<file path="config.mk">
export PLATFORM = sky130hd
export DESIGN_NAME = instruction_loader
export DESIGN_NICKNAME = d
export VERILOG_FILES = /design/src/rtl/instruction_loader.sv
export SDC_FILE = /design/constraint.sdc
export NUM_CORES = 1
export LEC_CHECK = 0
export BUFFER_PORTS_ARGS = -buffer_cell sky130_fd_sc_hd__buf_2
export CAP_MARGIN = 10
export CORE_MARGIN = 3
export CORE_UTILIZATION = 40
export DETAILED_ROUTE_END_ITERATION = 12
export PLACE_DENSITY = 0.76
export SETUP_SLACK_MARGIN = 0.4
export SLEW_MARGIN = 10
export SYNTH_ARGS = -nofsm -noshare
export SYNTH_HDL_FRONTEND = slang
export SYNTH_SLANG_ARGS = --single-unit
</file>
<file path="constraint.sdc">
create_clock -name clk_i -period 1.57 [get_ports clk_i]
set_input_delay 0.0785 -clock clk_i [delete_from_list [all_inputs] [get_ports clk_i]]
set_output_delay 0.0785 -clock clk_i [all_outputs]
set_load 0.02 [all_outputs]
</file>
<file path="src/rtl/instruction_loader.sv">
// instruction_loader
//   Write-side companion of the fetch path. Accepts a stream of 32-bit
//   instruction words over a valid/ready handshake and writes them into the
//   instruction memory write port at consecutive word addresses. The CPU is
//   held in reset (cpu_hold_o) until an image has loaded cleanly.
//
//   Optional feature macro: LOADER_CHECKSUM_EN adds checksum_o, the mod-2^32
//   sum of all words accepted since the last start.
//
// Ports
//   clk_i          rising-edge clock
//   rst_ni         asynchronous active-low reset
//   start_i        begin a load (ignored while loading)
//   base_addr_i    byte start address, sampled on accepted start
//   in_valid_i     in_data_i / in_last_i valid
//   in_data_i      instruction word
//   in_last_i      final word of the image
//   in_ready_o     loader can accept a word
//   wr_en_o        imem write strobe, one cycle per word
//   wr_addr_o      imem byte address (word-aligned)
//   wr_data_o      imem write data
//   word_count_o   words written since last start
//   busy_o         loading
//   done_o         image loaded cleanly
//   error_o        misaligned start or image overran memory
//   cpu_hold_o     hold PC/fetch in reset; low only when done
//   checksum_o     (LOADER_CHECKSUM_EN only) sum of accepted words
//
// state | meaning
// ------+-----------------------------------------------------------
// IDLE  | after reset, waiting for start
// LOAD  | accepting words, writing one per transfer
// DONE  | image terminated by in_last, CPU released
// ERROR | misaligned base address or write past the last word

module instruction_loader #(
    parameter int DEPTH = 64,
    parameter int IDX_W = 6
) (
    input  logic              clk_i,
    input  logic              rst_ni,
    input  logic              start_i,
    input  logic [31:0]       base_addr_i,
    input  logic              in_valid_i,
    input  logic [31:0]       in_data_i,
    input  logic              in_last_i,
    output logic              in_ready_o,
    output logic              wr_en_o,
    output logic [31:0]       wr_addr_o,
    output logic [31:0]       wr_data_o,
    output logic [IDX_W:0]    word_count_o,
    output logic              busy_o,
    output logic              done_o,
    output logic              error_o,
    output logic              cpu_hold_o
`ifdef LOADER_CHECKSUM_EN
    ,
    output logic [31:0]       checksum_o
`endif
);

    typedef enum logic [1:0] {
        S_IDLE  = 2'd0,
        S_LOAD  = 2'd1,
        S_DONE  = 2'd2,
        S_ERROR = 2'd3
    } state_e;

    localparam logic [IDX_W-1:0] LAST_IDX = IDX_W'(DEPTH - 1);

    state_e             state_q, state_d;
    logic [IDX_W-1:0]   idx_q;
    logic [IDX_W:0]     word_count_q;
    logic               in_ready_q, wr_en_q, busy_q, done_q, error_q, cpu_hold_q;
    logic [31:0]        wr_addr_q, wr_data_q;

    logic start_acc, aligned, xfer, at_last;

    // Upper address bits beyond the memory span are deliberately ignored.
    logic unused_base_bits;
    assign unused_base_bits = ^base_addr_i[31:IDX_W+2];

    assign start_acc = start_i && (state_q != S_LOAD);
    assign aligned   = (base_addr_i[1:0] == 2'b00);
    // in_ready_q is only ever set while the FSM sits in LOAD.
    assign xfer      = in_valid_i && in_ready_q;
    assign at_last   = (idx_q == LAST_IDX);

    always_comb begin
        state_d = state_q;
        case (state_q)
            S_LOAD: begin
                if (xfer) begin
                    if (in_last_i)    state_d = S_DONE;
                    else if (at_last) state_d = S_ERROR;
                end
            end
            default: begin
                if (start_i) state_d = aligned ? S_LOAD : S_ERROR;
            end
        endcase
    end

    always_ff @(posedge clk_i or negedge rst_ni) begin
        if (!rst_ni) begin
            state_q      <= S_IDLE;
            idx_q        <= '0;
            word_count_q <= '0;
            in_ready_q   <= 1'b0;
            wr_en_q      <= 1'b0;
            wr_addr_q    <= '0;
            wr_data_q    <= '0;
            busy_q       <= 1'b0;
            done_q       <= 1'b0;
            error_q      <= 1'b0;
            cpu_hold_q   <= 1'b1;
        end else begin
            state_q    <= state_d;
            // Status outputs are decoded from the next state so they line up
            // with state_q on the following cycle.
            in_ready_q <= (state_d == S_LOAD);
            busy_q     <= (state_d == S_LOAD);
            done_q     <= (state_d == S_DONE);
            error_q    <= (state_d == S_ERROR);
            cpu_hold_q <= (state_d != S_DONE);
            wr_en_q    <= xfer;

            if (start_acc) begin
                word_count_q <= '0;
                idx_q        <= base_addr_i[IDX_W+1:2];
            end else if (xfer) begin
                wr_addr_q    <= {{(30-IDX_W){1'b0}}, idx_q, 2'b00};
                wr_data_q    <= in_data_i;
                word_count_q <= word_count_q + (IDX_W+1)'(1);
                // Saturate at the top word; an overrun goes to ERROR anyway.
                if (!at_last) idx_q <= idx_q + IDX_W'(1);
            end
        end
    end

`ifdef LOADER_CHECKSUM_EN
    logic [31:0] checksum_q;

    always_ff @(posedge clk_i or negedge rst_ni) begin
        if (!rst_ni)        checksum_q <= '0;
        else if (start_acc) checksum_q <= '0;
        else if (xfer)      checksum_q <= checksum_q + in_data_i;
    end

    assign checksum_o = checksum_q;
`endif

    assign in_ready_o   = in_ready_q;
    assign wr_en_o      = wr_en_q;
    assign wr_addr_o    = wr_addr_q;
    assign wr_data_o    = wr_data_q;
    assign word_count_o = word_count_q;
    assign busy_o       = busy_q;
    assign done_o       = done_q;
    assign error_o      = error_q;
    assign cpu_hold_o   = cpu_hold_q;

endmodule

</file>
==> results of run 1 <==
==> routing by layer <==
| metal | wire length (µm) | track usage |
|---|---|---|
| met5 | 0 | 0 |
| met3 | 388 | 0.0386 |
| met4 | 95 | 0.0837 |
| met2 | 3510 | 0.305 |
| met1 | 2770 | 0.196 |
==> what timing repair did <==
item	CTS	global route
endpoints found under the hold margin	96	0
hold buffers	40	0
gates resized for setup	28	35
setup buffers	12	5
pin swaps	11	17
endpoints found under the setup margin	52	51
gates cloned	2	1
==> report_power, final <==
part	switching, mW	internal, mW
clock	0.541	0.763
combinational	1.96	2.10
sequential	0.461	2.18
total	2.97	5.05
==> final timing paths <==
| path | start | end | slack, ns | depth (start not counted) |
|---|---|---|---|---|
| setup / recovery | state_q[1]$_DFF_PN0_ | wr_data_o[24]$_DFFE_PN0P_ | -0.006 | 6 |
| hold / removal | start_i | idx_q[1]$_DFFE_PN0P_ | 0.05 | 3 |
| setup reg to reg | state_q[1]$_DFF_PN0_ | wr_data_o[24]$_DFFE_PN0P_ | -0.006 | 6 |
| hold reg to reg | wr_data_o[11]$_DFFE_PN0P_ | wr_data_o[11]$_DFFE_PN0P_ | 0.50 | 1 |
| max in group asynchronous | rst_ni | word_count_o[1]$_DFFE_PN0P_ | 1.01 | 3 |
| min in group asynchronous | rst_ni | wr_data_o[14]$_DFFE_PN0P_ | 0.27 | 3 |
==> cell type report <==
type	instances	area [µm²]
Fill cell	470	2220
Sequential cell	58	1460
Multi-Input combinational cell	135	1240
Timing Repair Buffer	159	1210
Clock buffer	12	145
Tap cell	77	96.3
Clock inverter	3	40.0
Inverter	2	12.5
==> cells by family after synthesis <==
group                    count (synthesis)
AND/OR/NAND/NOR                         40
AO/OA/AOI/OAI                           18
XOR/XNOR                                 8
other                                    1
buffers and inverters                   35
multiplexers                            41
flip-flops                              58
adder cells (fa/ha/maj)                  2
==> metrics by stage <==
| step | hold slack [ns] | area [µm²] | utilization | power, mW |
|---|---|---|---|---|
| 2_1_floorplan | -0.217 | 2800 | - | 4.78 |
| 3_3_place_gp | 0.101 | 3150 | 0.491 | 5.52 |
| 3_5_place_dp | 0.106 | 3150 | 0.491 | 5.60 |
| 4_1_cts | 0.0201 | 4020 | 0.625 | 7.56 |
| 5_1_grt | 0.0517 | 4200 | 0.654 | 8.48 |
| 6_report | 0.0450 | 4200 | 0.654 | 8.01 |
==> layout by cell type, fill, tap and decap left out, types with 2 or more instances in the layout <==
cell type / n
o211ai_1: 2
xor2_1: 6
a21oi_1: 2
clkbuf_1: 2
nand2_4: 2
nor2_1: 9
xnor2_1: 2
dfrtp_2: 6
a21oi_2: 2
dfrtp_1: 51
mux2_4: 38
o21ai_1: 5
nand4_1: 2
buf_6: 7
nand2b_1: 2
clkbuf_8: 10
mux2i_1: 3
o21ai_4: 2
nand3_4: 2
nand2_1: 10
dlygate4sd3_1: 40
conb_1: 26
buf_4: 8
buf_2: 95
buf_12: 5
or3_1: 2
ha_4: 2
clkinv_2: 2
buf_16: 2
==> tightest hold or removal path, delay by kind of cell <==
family | cells | cell delay [ns]
buffers and inverters | 1 | 0.13
AND/OR/NAND/NOR | 1 | 0.07
AO/OA/AOI/OAI | 1 | 0.06
==> state kept, by name, summed over array words and instances (netlist names), 2 cells and up <==
register,cells
idx_q,6
state_q,2
word_count_o,7
wr_addr_o,6
wr_data_o,32
==> impl_metrics.env, run 1 <==
export IMPL_yosysMostFrequentCell="dfrtp_1"
export IMPL_synth_main_ff_cell="dfrtp_1"
export IMPL_clkSinkCount=58
export IMPL_dp_final_hpwl_mm=3.72
export IMPL_fin_tns_setup_ns=-0.0214
export IMPL_htree_levels=3
export IMPL_ys_seq_area_frac=0.541
export IMPL_hp_class="in2reg"
export IMPL_synthTopCellsByCount="dfrtp_1 (57), buf_4 (28), mux2_4 (20)"
export IMPL_port_buffers=95
export IMPL_first_iter_violations=36
export IMPL_fin_crit_ns=1.58
export IMPL_dp_cells=371
export IMPL_finalClockSkew_ns=0.00877
export IMPL_synth_edf_count=0
export IMPL_fin_nets=436
export IMPL_grt_pass1_vias=2113
export IMPL_p_leak_nw=2.06
export IMPL_firstDrtPassIters=4
export IMPL_drc=0
export IMPL_stdcell_count=446
export IMPL_synth_top_family_by_area="multiplexers"
export IMPL_rsz0062_at_grt="yes"
export IMPL_ctsRootBufferMaster="clkbuf_8"
export IMPL_drive_gt1_frac=0.539
export IMPL_syn_instance_count=203
export IMPL_fin_ws_ns=-0.00577
export IMPL_run_status="complete, but fails checks"
export IMPL_numCtsBuffers=9
export IMPL_synth_area_um2=2690
export IMPL_globalplace_congestion=0.728
export IMPL_grt_first_pass_wirelength_mm=9.96
export IMPL_ys_types=37
export IMPL_insertion_delay_ns=0.33
export IMPL_crit_type="reg2reg"
export IMPL_drv_cap=0
export IMPL_cp_slowest_cell="dfrtp_1"
export IMPL_diodes=0
export IMPL_antenna_found_initial=0
export IMPL_cp_end_kind="flip-flop"
export IMPL_synth_xor_area_frac=0.0261
export IMPL_rows=29
export IMPL_synth_area_leaders="dfrtp_1 (53%), mux2_4 (11%), buf_4 (7.8%), mux2_2 (7.5%), xor2_1 (2.0%)"
export IMPL_synthAdderAreaFrac=0.00932
export IMPL_worst_path_most_repeated_cell="buf_12"
export IMPL_netlist_top_cell_by_area="dfrtp_1"
export IMPL_cp_arrival_ns=1.78
export IMPL_violations="negative setup slack"
export IMPL_max_freq_mhz=635
export IMPL_avgSynthCellArea_um2=13.2
export IMPL_initial_core_util=0.418
export IMPL_core_um2=6420
export IMPL_dieArea_um2=7730
export IMPL_die_height_um=87.9
export IMPL_grt_total_usage=0.173
export IMPL_synth_top_cell_area_share=0.531
export IMPL_min_period_over_period=1.00
export IMPL_finalMaxSlewViolations=0
export IMPL_yosys_warnings=0
export IMPL_die_x_um=87.9
export IMPL_grt_overflow=0
export IMPL_routedWlPerCell_um=15.2
export IMPL_cp_top_family="simple AND/OR/NAND/NOR gates"
export IMPL_syn_to_final_growth_pct=56.5
export IMPL_synth_ff_latch_count=58
export IMPL_irDropWorstVdd_mv=0.926
export IMPL_crit_fanout=11
export IMPL_ioPinCount=146
export IMPL_setup_worst_path_start_class="flip-flop"
export IMPL_clock_path_buffers=2
export IMPL_cp_cell_sequence="nand2b_4 -> and2_4 -> nor2_4 -> buf_12 -> buf_12 -> mux2_4"
export IMPL_grt_max_degree=59
export IMPL_vias=2008
export IMPL_clkTransAtPathRegs_ns=0.06
export IMPL_synthSimpleGateAreaFrac=0.0769
export IMPL_hold_viol=0
export IMPL_synthMuxAreaShare=0.199
export IMPL_drt_total_wl_mm=6.77
export IMPL_viasPerCell=4.50
export IMPL_setup_viol=7
export IMPL_synth_compound_area_frac=0.0410
export IMPL_cts_tree="yes"
export IMPL_power_density_nw_per_um2=1910
export IMPL_async_reset_ff_frac=1.00
export IMPL_cp_buffers_inverters=2
export IMPL_cpPeakStageDelay_ns=0.39
export IMPL_antenna_left=0
export IMPL_cp_required_ns=1.78
export IMPL_pre_cts_ws_ns=0.0314
(Power assumes the default switching activity.)
==> inputs of run 2 (changes only) <==
--- a/config.mk
+++ b/config.mk
@@ -10,6 +10,8 @@
 export CORE_MARGIN = 3
 export CORE_UTILIZATION = 40
 export DETAILED_ROUTE_END_ITERATION = 12
+export GPL_ROUTABILITY_DRIVEN = 1
+export MAX_ROUTING_LAYER = met4
 export PLACE_DENSITY = 0.76
 export SETUP_SLACK_MARGIN = 0.4
 export SLEW_MARGIN = 10
==> run 2 against run 1 <==
Effect of this change:
- the run still ends with negative setup slack left
- clock skew barely moved
- die area did not move
- register-to-register slack about the same
- final area unchanged
- via count grew 0.30%
- utilization stayed put
- power is essentially flat
- worst setup slack worse by 0.0022 ns
- non-clock buffer count stayed put
- critical path depth unchanged
- largest power group unchanged
==> impl_metrics.env, run 2 (same netlist as run 1, synthesis figures left out) <==
export IMPL_die_x_um=87.9
export IMPL_power_density_nw_per_um2=1910
export IMPL_insertion_delay_ns=0.33
export IMPL_cp_slowest_cell="dfrtp_1"
export IMPL_irDropWorstVdd_mv=0.928
export IMPL_max_freq_mhz=634
export IMPL_min_period_over_period=1.01
export IMPL_pre_cts_ws_ns=0.0314
export IMPL_numCtsBuffers=9
export IMPL_worst_path_most_repeated_cell="buf_12"
export IMPL_fin_ws_ns=-0.00794
export IMPL_cpPeakStageDelay_ns=0.39
export IMPL_initial_core_util=0.418
export IMPL_crit_cells=6
export IMPL_grt_pass1_vias=2109
export IMPL_diodes=0
export IMPL_cp_arrival_ns=1.79
export IMPL_violations="negative setup slack"
export IMPL_htree_levels=3
export IMPL_endpoint="wr_data_o[24]$_DFFE_PN0P_"
export IMPL_dieArea_um2=7730
export IMPL_grt_max_degree=59
export IMPL_hold_viol=0
export IMPL_cp_end_kind="flip-flop"
export IMPL_core_um2=6420
export IMPL_rows=29
export IMPL_startpoint="state_q[1]$_DFF_PN0_"
export IMPL_first_iter_violations=44
export IMPL_finalMaxSlewViolations=0
export IMPL_crit_fanout=11
export IMPL_drive_gt1_frac=0.539
export IMPL_drc=0
export IMPL_crit_type="reg2reg"
export IMPL_reg2reg_to="wr_data_o[24]$_DFFE_PN0P_"
export IMPL_grt_total_usage=0.178
export IMPL_setup_viol=9
export IMPL_globalplace_congestion=0.736
export IMPL_run_status="complete, but fails checks"
export IMPL_drt_total_wl_mm=6.75
export IMPL_viasPerCell=4.52
export IMPL_die_height_um=87.9
export IMPL_whs_ns=0.0453
export IMPL_clkSinkCount=58
export IMPL_ctsRootBufferMaster="clkbuf_8"
export IMPL_rrSetupSlack_ns=-0.008
export IMPL_cp_buffers_inverters=2
export IMPL_firstDrtPassIters=4
export IMPL_setup_worst_path_start_class="flip-flop"
export IMPL_dp_final_hpwl_mm=3.72
export IMPL_clkTransAtPathRegs_ns=0.06
export IMPL_grt_overflow=0
export IMPL_cp_cell_sequence="nand2b_4 -> and2_4 -> nor2_4 -> buf_12 -> buf_12 -> mux2_4"
export IMPL_routedWlPerCell_um=15.1
export IMPL_cp_required_ns=1.78
export IMPL_port_buffers=95
export IMPL_fin_nets=436
export IMPL_vias=2014
export IMPL_dpl_cell_area_um2=3150
export IMPL_largest_reg_flops=32
export IMPL_worstRegToRegCells=6
export IMPL_layout_commonest_cell="buf_2"
export IMPL_antenna_found_initial=0
export IMPL_cts_tree="yes"
export IMPL_layout_cells_most_common_list="buf_2 (95), dfrtp_1 (51), dlygate4sd3_1 (40)"
export IMPL_cp_top_family="simple AND/OR/NAND/NOR gates"
export IMPL_ioPinCount=146
export IMPL_drv_cap=0
export IMPL_fin_crit_ns=1.58
export IMPL_final_cell_area_um2=4200
export IMPL_hp_class="in2reg"
export IMPL_p_leak_nw=2.06
export IMPL_antenna_left=0
export IMPL_syn_to_final_growth_pct=56.5
export IMPL_finalClockSkew_ns=0.00862
export IMPL_clock_path_buffers=2
export IMPL_fillers=470
export IMPL_rsz0062_at_grt="yes"
export IMPL_grt_first_pass_wirelength_mm=9.98
export IMPL_r2r_start="state_q[1]$_DFF_PN0_"
export IMPL_post_route_util=0.654
==> run 2: cell counts in the layout (fill, tap and decap cells not counted) <==
No cell type changed its count.
==> run 2: worst min-delay path: stages <==
cell	delay, ns
buf_2	0.13
nand2_1	0.07
a21oi_1	0.06
==> run 2: stage by stage <==
| step | TNS [ns] | total power [mW] | cells |
|---|---|---|---|
| floorplan | -0.0830 | 4.78 | 228 |
| global placement | 0 | 5.52 | 371 |
| detailed placement | 0 | 5.60 | 371 |
| CTS | 0 | 7.56 | 440 |
| global route | -0.475 | 8.48 | 446 |
| finish | -0.0343 | 8.02 | 446 |
==> run 2: cell type report <==
cell class                      instances  area (µm²)  share of cell area
Multi-Input combinational cell        135        1240               0.295
Sequential cell                        58        1460               0.347
Clock buffer                           12         145              0.0345
Inverter                                2        12.5             0.00298
Timing Repair Buffer                  159        1210               0.288
Tap cell                               77        96.3              0.0229
Clock inverter                          3        40.0             0.00953
==> run 2: routing by layer <==
metal | vias to the layer above | wire [µm] | global-route usage
met5 | - | 0 | -
met4 | 0 | 95 | 0.0837
met3 | 9 | 374 | 0.0339
met2 | 85 | 3490 | 0.301
met1 | 959 | 2790 | 0.203
li1 | 961 | - | -
==> run 2: power by group <==
| group | switching (mW) | internal [mW] | total, mW |
|---|---|---|---|
| sequential | 0.462 | 2.18 | 2.64 |
| clock | 0.544 | 0.763 | 1.31 |
| combinational | 1.96 | 2.10 | 4.06 |
==> run 2: timing repair <==
action / 4_1_cts / 5_1_grt
buffers inserted: 12 / 5
gates cloned: 2 / 1
hold buffers: 40 / 0
endpoints found under the hold margin: 96 / 0
pin swaps: 11 / 17
setup endpoints to repair: 52 / 51
gates resized for setup: 28 / 35
==> run 2: how the worst min path moves through the flow <==
stage,to,cells after the start,slack [ns],from
floorplan,busy_o$_DFF_PN0_,0,-0.22,rst_ni
global placement,wr_data_o[16]$_DFFE_PN0P_,2,0.10,rst_ni
detailed placement,wr_data_o[16]$_DFFE_PN0P_,2,0.11,rst_ni
CTS,idx_q[1]$_DFFE_PN0P_,3,0.02,start_i
global route,idx_q[1]$_DFFE_PN0P_,3,0.05,start_i
finish,idx_q[1]$_DFFE_PN0P_,3,0.05,start_i
==> inputs of run 3 (changes only) <==
--- a/config.mk
+++ b/config.mk
@@ -5,14 +5,15 @@
 export SDC_FILE = /design/constraint.sdc
 export NUM_CORES = 1
 export LEC_CHECK = 0
+export ABC_AREA = 1
 export BUFFER_PORTS_ARGS = -buffer_cell sky130_fd_sc_hd__buf_2
 export CAP_MARGIN = 10
 export CORE_MARGIN = 3
-export CORE_UTILIZATION = 40
+export CORE_UTILIZATION = 41
 export DETAILED_ROUTE_END_ITERATION = 12
 export GPL_ROUTABILITY_DRIVEN = 1
 export MAX_ROUTING_LAYER = met4
-export PLACE_DENSITY = 0.76
+export PLACE_DENSITY = 0.77
 export SETUP_SLACK_MARGIN = 0.4
 export SLEW_MARGIN = 10
 export SYNTH_ARGS = -nofsm -noshare
==> run 3 against run 2 <==
Effect of this change:
- the flow now finishes without violations
- count of clock-buffer cells in the layout shrank 1
- clock skew shrank 0.00070 ns
- cell count grew 20%
- routed wire length grew 7.4%
- clock power grew 5%
- synthesized cell count grew 53%
- worst setup slack gained 0.34 ns
- utilization shrank 0.53 points
==> impl_metrics.env, run 3 <==
export IMPL_avgSynthCellArea_um2=8.90
export IMPL_crit_type="reg2reg"
export IMPL_fin_crit_ns=1.24
export IMPL_slew_headroom=0.639
export IMPL_routedWlPerCell_um=13.5
export IMPL_rsz0062_at_grt="yes"
export IMPL_p_leak_nw=2.22
export IMPL_cp_top_family="simple AND/OR/NAND/NOR gates"
export IMPL_syn_to_final_growth_pct=51.1
export IMPL_clock_path_buffers=2
export IMPL_layout_commonest_cell="buf_2"
export IMPL_synth_main_ff_cell="dfrtp_1"
export IMPL_synth_top_cell_area_share=0.517
export IMPL_clkSinkCount=58
export IMPL_syn_instance_count=310
export IMPL_grt_max_degree=35
export IMPL_cp_slowest_cell="dfrtp_1"
export IMPL_dieArea_um2=7750
export IMPL_grt_first_pass_wirelength_mm=10.7
export IMPL_dp_final_hpwl_mm=4.19
export IMPL_crit_fanout=10
export IMPL_first_iter_violations=34
export IMPL_cpPeakStageDelay_ns=0.40
export IMPL_cp_arrival_ns=1.46
export IMPL_insertion_delay_ns=0.33
export IMPL_fillers=505
export IMPL_yosys_warnings=0
export IMPL_cp_buffers_inverters=1
export IMPL_die_x_um=88.0
export IMPL_synth_area_leaders="dfrtp_1 (52%), nand2_1 (17%), buf_4 (8.2%), o21ai_2 (3.8%), nand2_2 (2.5%)"
export IMPL_irDropWorstVdd_mv=1.11
export IMPL_finalClockSkew_ns=0.00792
export IMPL_clkTransAtPathRegs_ns=0.07
export IMPL_antenna_left=0
export IMPL_p_total_mw=7.61
export IMPL_drive_gt1_frac=0.448
export IMPL_die_height_um=88.0
export IMPL_cp_end_kind="flip-flop"
export IMPL_numCtsBuffers=9
export IMPL_drt_total_wl_mm=7.25
export IMPL_grt_total_usage=0.185
export IMPL_cts_tree="yes"
export IMPL_drc=0
export IMPL_diodes=0
export IMPL_vias=2445
export IMPL_worst_path_most_repeated_cell="nand2_2"
export IMPL_power_density_nw_per_um2=1830
export IMPL_netlist_top_cell_by_area="dfrtp_1"
export IMPL_synthTopCellsByCount="nand2_1 (126), dfrtp_1 (57), buf_4 (30)"
export IMPL_largest_reg_flops=32
export IMPL_htree_levels=3
export IMPL_yosysMostFrequentCell="nand2_1"
export IMPL_drv_cap=0
export IMPL_firstDrtPassIters=5
export IMPL_hp_class="in2reg"
export IMPL_max_freq_mhz=807
export IMPL_ioPinCount=146
export IMPL_run_status="finished clean"
export IMPL_synth_ff_latch_count=58
export IMPL_core_um2=6420
export IMPL_hold_viol=0
export IMPL_rows=29
export IMPL_finalMaxSlewViolations=0
export IMPL_fin_nets=526
export IMPL_grt_pass1_vias=2355
export IMPL_ctsRootBufferMaster="clkbuf_8"
export IMPL_tightest_slew_ns=0.542
export IMPL_antenna_found_initial=0
export IMPL_min_period_over_period=0.789
export IMPL_grt_overflow=0
export IMPL_port_buffers=95
export IMPL_synth_area_um2=2760
export IMPL_async_reset_ff_frac=1.00
export IMPL_layout_cells_most_common_list="buf_2 (95), nand2_1 (93), dfrtp_1 (54)"
export IMPL_ys_seq_area_frac=0.527
export IMPL_viasPerCell=4.55
export IMPL_cp_required_ns=1.79
export IMPL_setup_worst_path_start_class="flip-flop"
export IMPL_setup_viol=0
export IMPL_whs_ns=0.0475
export IMPL_fin_tns_setup_ns=0
export IMPL_cp_cell_sequence="ha_4 -> nand3_4 -> nor2_2 -> nand2_2 -> nand2_4 -> inv_8 -> nand2_2 -> o21ai_2"
export IMPL_globalplace_congestion=0.812
export IMPL_synth_edf_count=0
export IMPL_ys_types=26
export IMPL_initial_core_util=0.430
## run 3: final cells by class
| class | count | area, µm² | area share |
|---|---|---|---|
| Sequential cell | 58 | 1460 | 0.349 |
| Multi-Input combinational cell | 225 | 1280 | 0.307 |
| Timing Repair Buffer | 145 | 1050 | 0.251 |
| Clock buffer | 11 | 151 | 0.0363 |
| Tap cell | 77 | 96.3 | 0.0231 |
| Inverter | 16 | 85.1 | 0.0204 |
| Clock inverter | 5 | 52.6 | 0.0126 |
## run 3: where the power goes
part           switching, mW  internal (mW)  leakage [nW]
clock                  0.573          0.810         0.105
combinational           2.19           1.41          1.39
sequential             0.508           2.12         0.724
## run 3: tightest hold or removal path: stages
cell     delay, ns
buf_2         0.07
nand2_1       0.04
nand2_1       0.07
nand2_2       0.05
o21ai_2       0.04
## run 3: cell families (layout without fill, tap and decap cells)
family / Yosys count / count (layout) / share of synthesized area
simple gates: 171 / 171 / 0.259
flops: 58 / 58 / 0.527
buf+inv: 52 / 177 / 0.130
compound gates: 24 / 24 / 0.0680
fa+ha+maj: 2 / 2 / 0.00907
xor+xnor: 2 / 2 / 0.00635
other cells: 1 / 26 / 0.00136
## run 3: repair_timing
| item | in CTS | in global routing |
|---|---|---|
| hold buffers | 34 | 0 |
| setup buffers | 5 | 3 |
| pin swaps | 4 | 16 |
| hold endpoints to repair | 53 | 0 |
| gates cloned | 1 | 3 |
| endpoints found under the setup margin | 54 | 54 |
| gates resized for setup | 18 | 58 |
## run 3: layer usage
| metal | track usage | part of all wire | routed length, µm |
|---|---|---|---|
| met5 | - | 0 | 0 |
| met4 | 0.0673 | 0.011 | 78 |
| met2 | 0.313 | 0.52 | 3800 |
| met3 | 0.0517 | 0.063 | 460 |
| met1 | 0.208 | 0.40 | 2910 |
## run 3: per-stage QoR
stage               instance area, µm²   util  setup slack [ns]  instances
floorplan                         2860      -             0.368        335
CTS                               3870  0.603             0.344        531
detailed placement                3180  0.496            0.0820        475
global route                      4170  0.649             0.244        537
global placement                  3180  0.496             0.129        475
finish                            4170  0.649             0.331        537
## run 3: final timing paths
check / startpoint / to / slack, ns / cells after the start
setup / recovery: idx_q[1]$_DFFE_PN0P_ / idx_q[2]$_DFFE_PN0P_ / 0.33 / 8
hold / removal: base_addr_i[6] / idx_q[4]$_DFFE_PN0P_ / 0.05 / 5
setup reg to reg: idx_q[1]$_DFFE_PN0P_ / idx_q[2]$_DFFE_PN0P_ / 0.33 / 8
hold reg to reg: wr_data_o[25]$_DFFE_PN0P_ / wr_data_o[25]$_DFFE_PN0P_ / 0.47 / 2
max in group asynchronous: rst_ni / wr_data_o[20]$_DFFE_PN0P_ / 0.75 / 3
min in group asynchronous: rst_ni / wr_data_o[6]$_DFFE_PN0P_ / 0.26 / 2
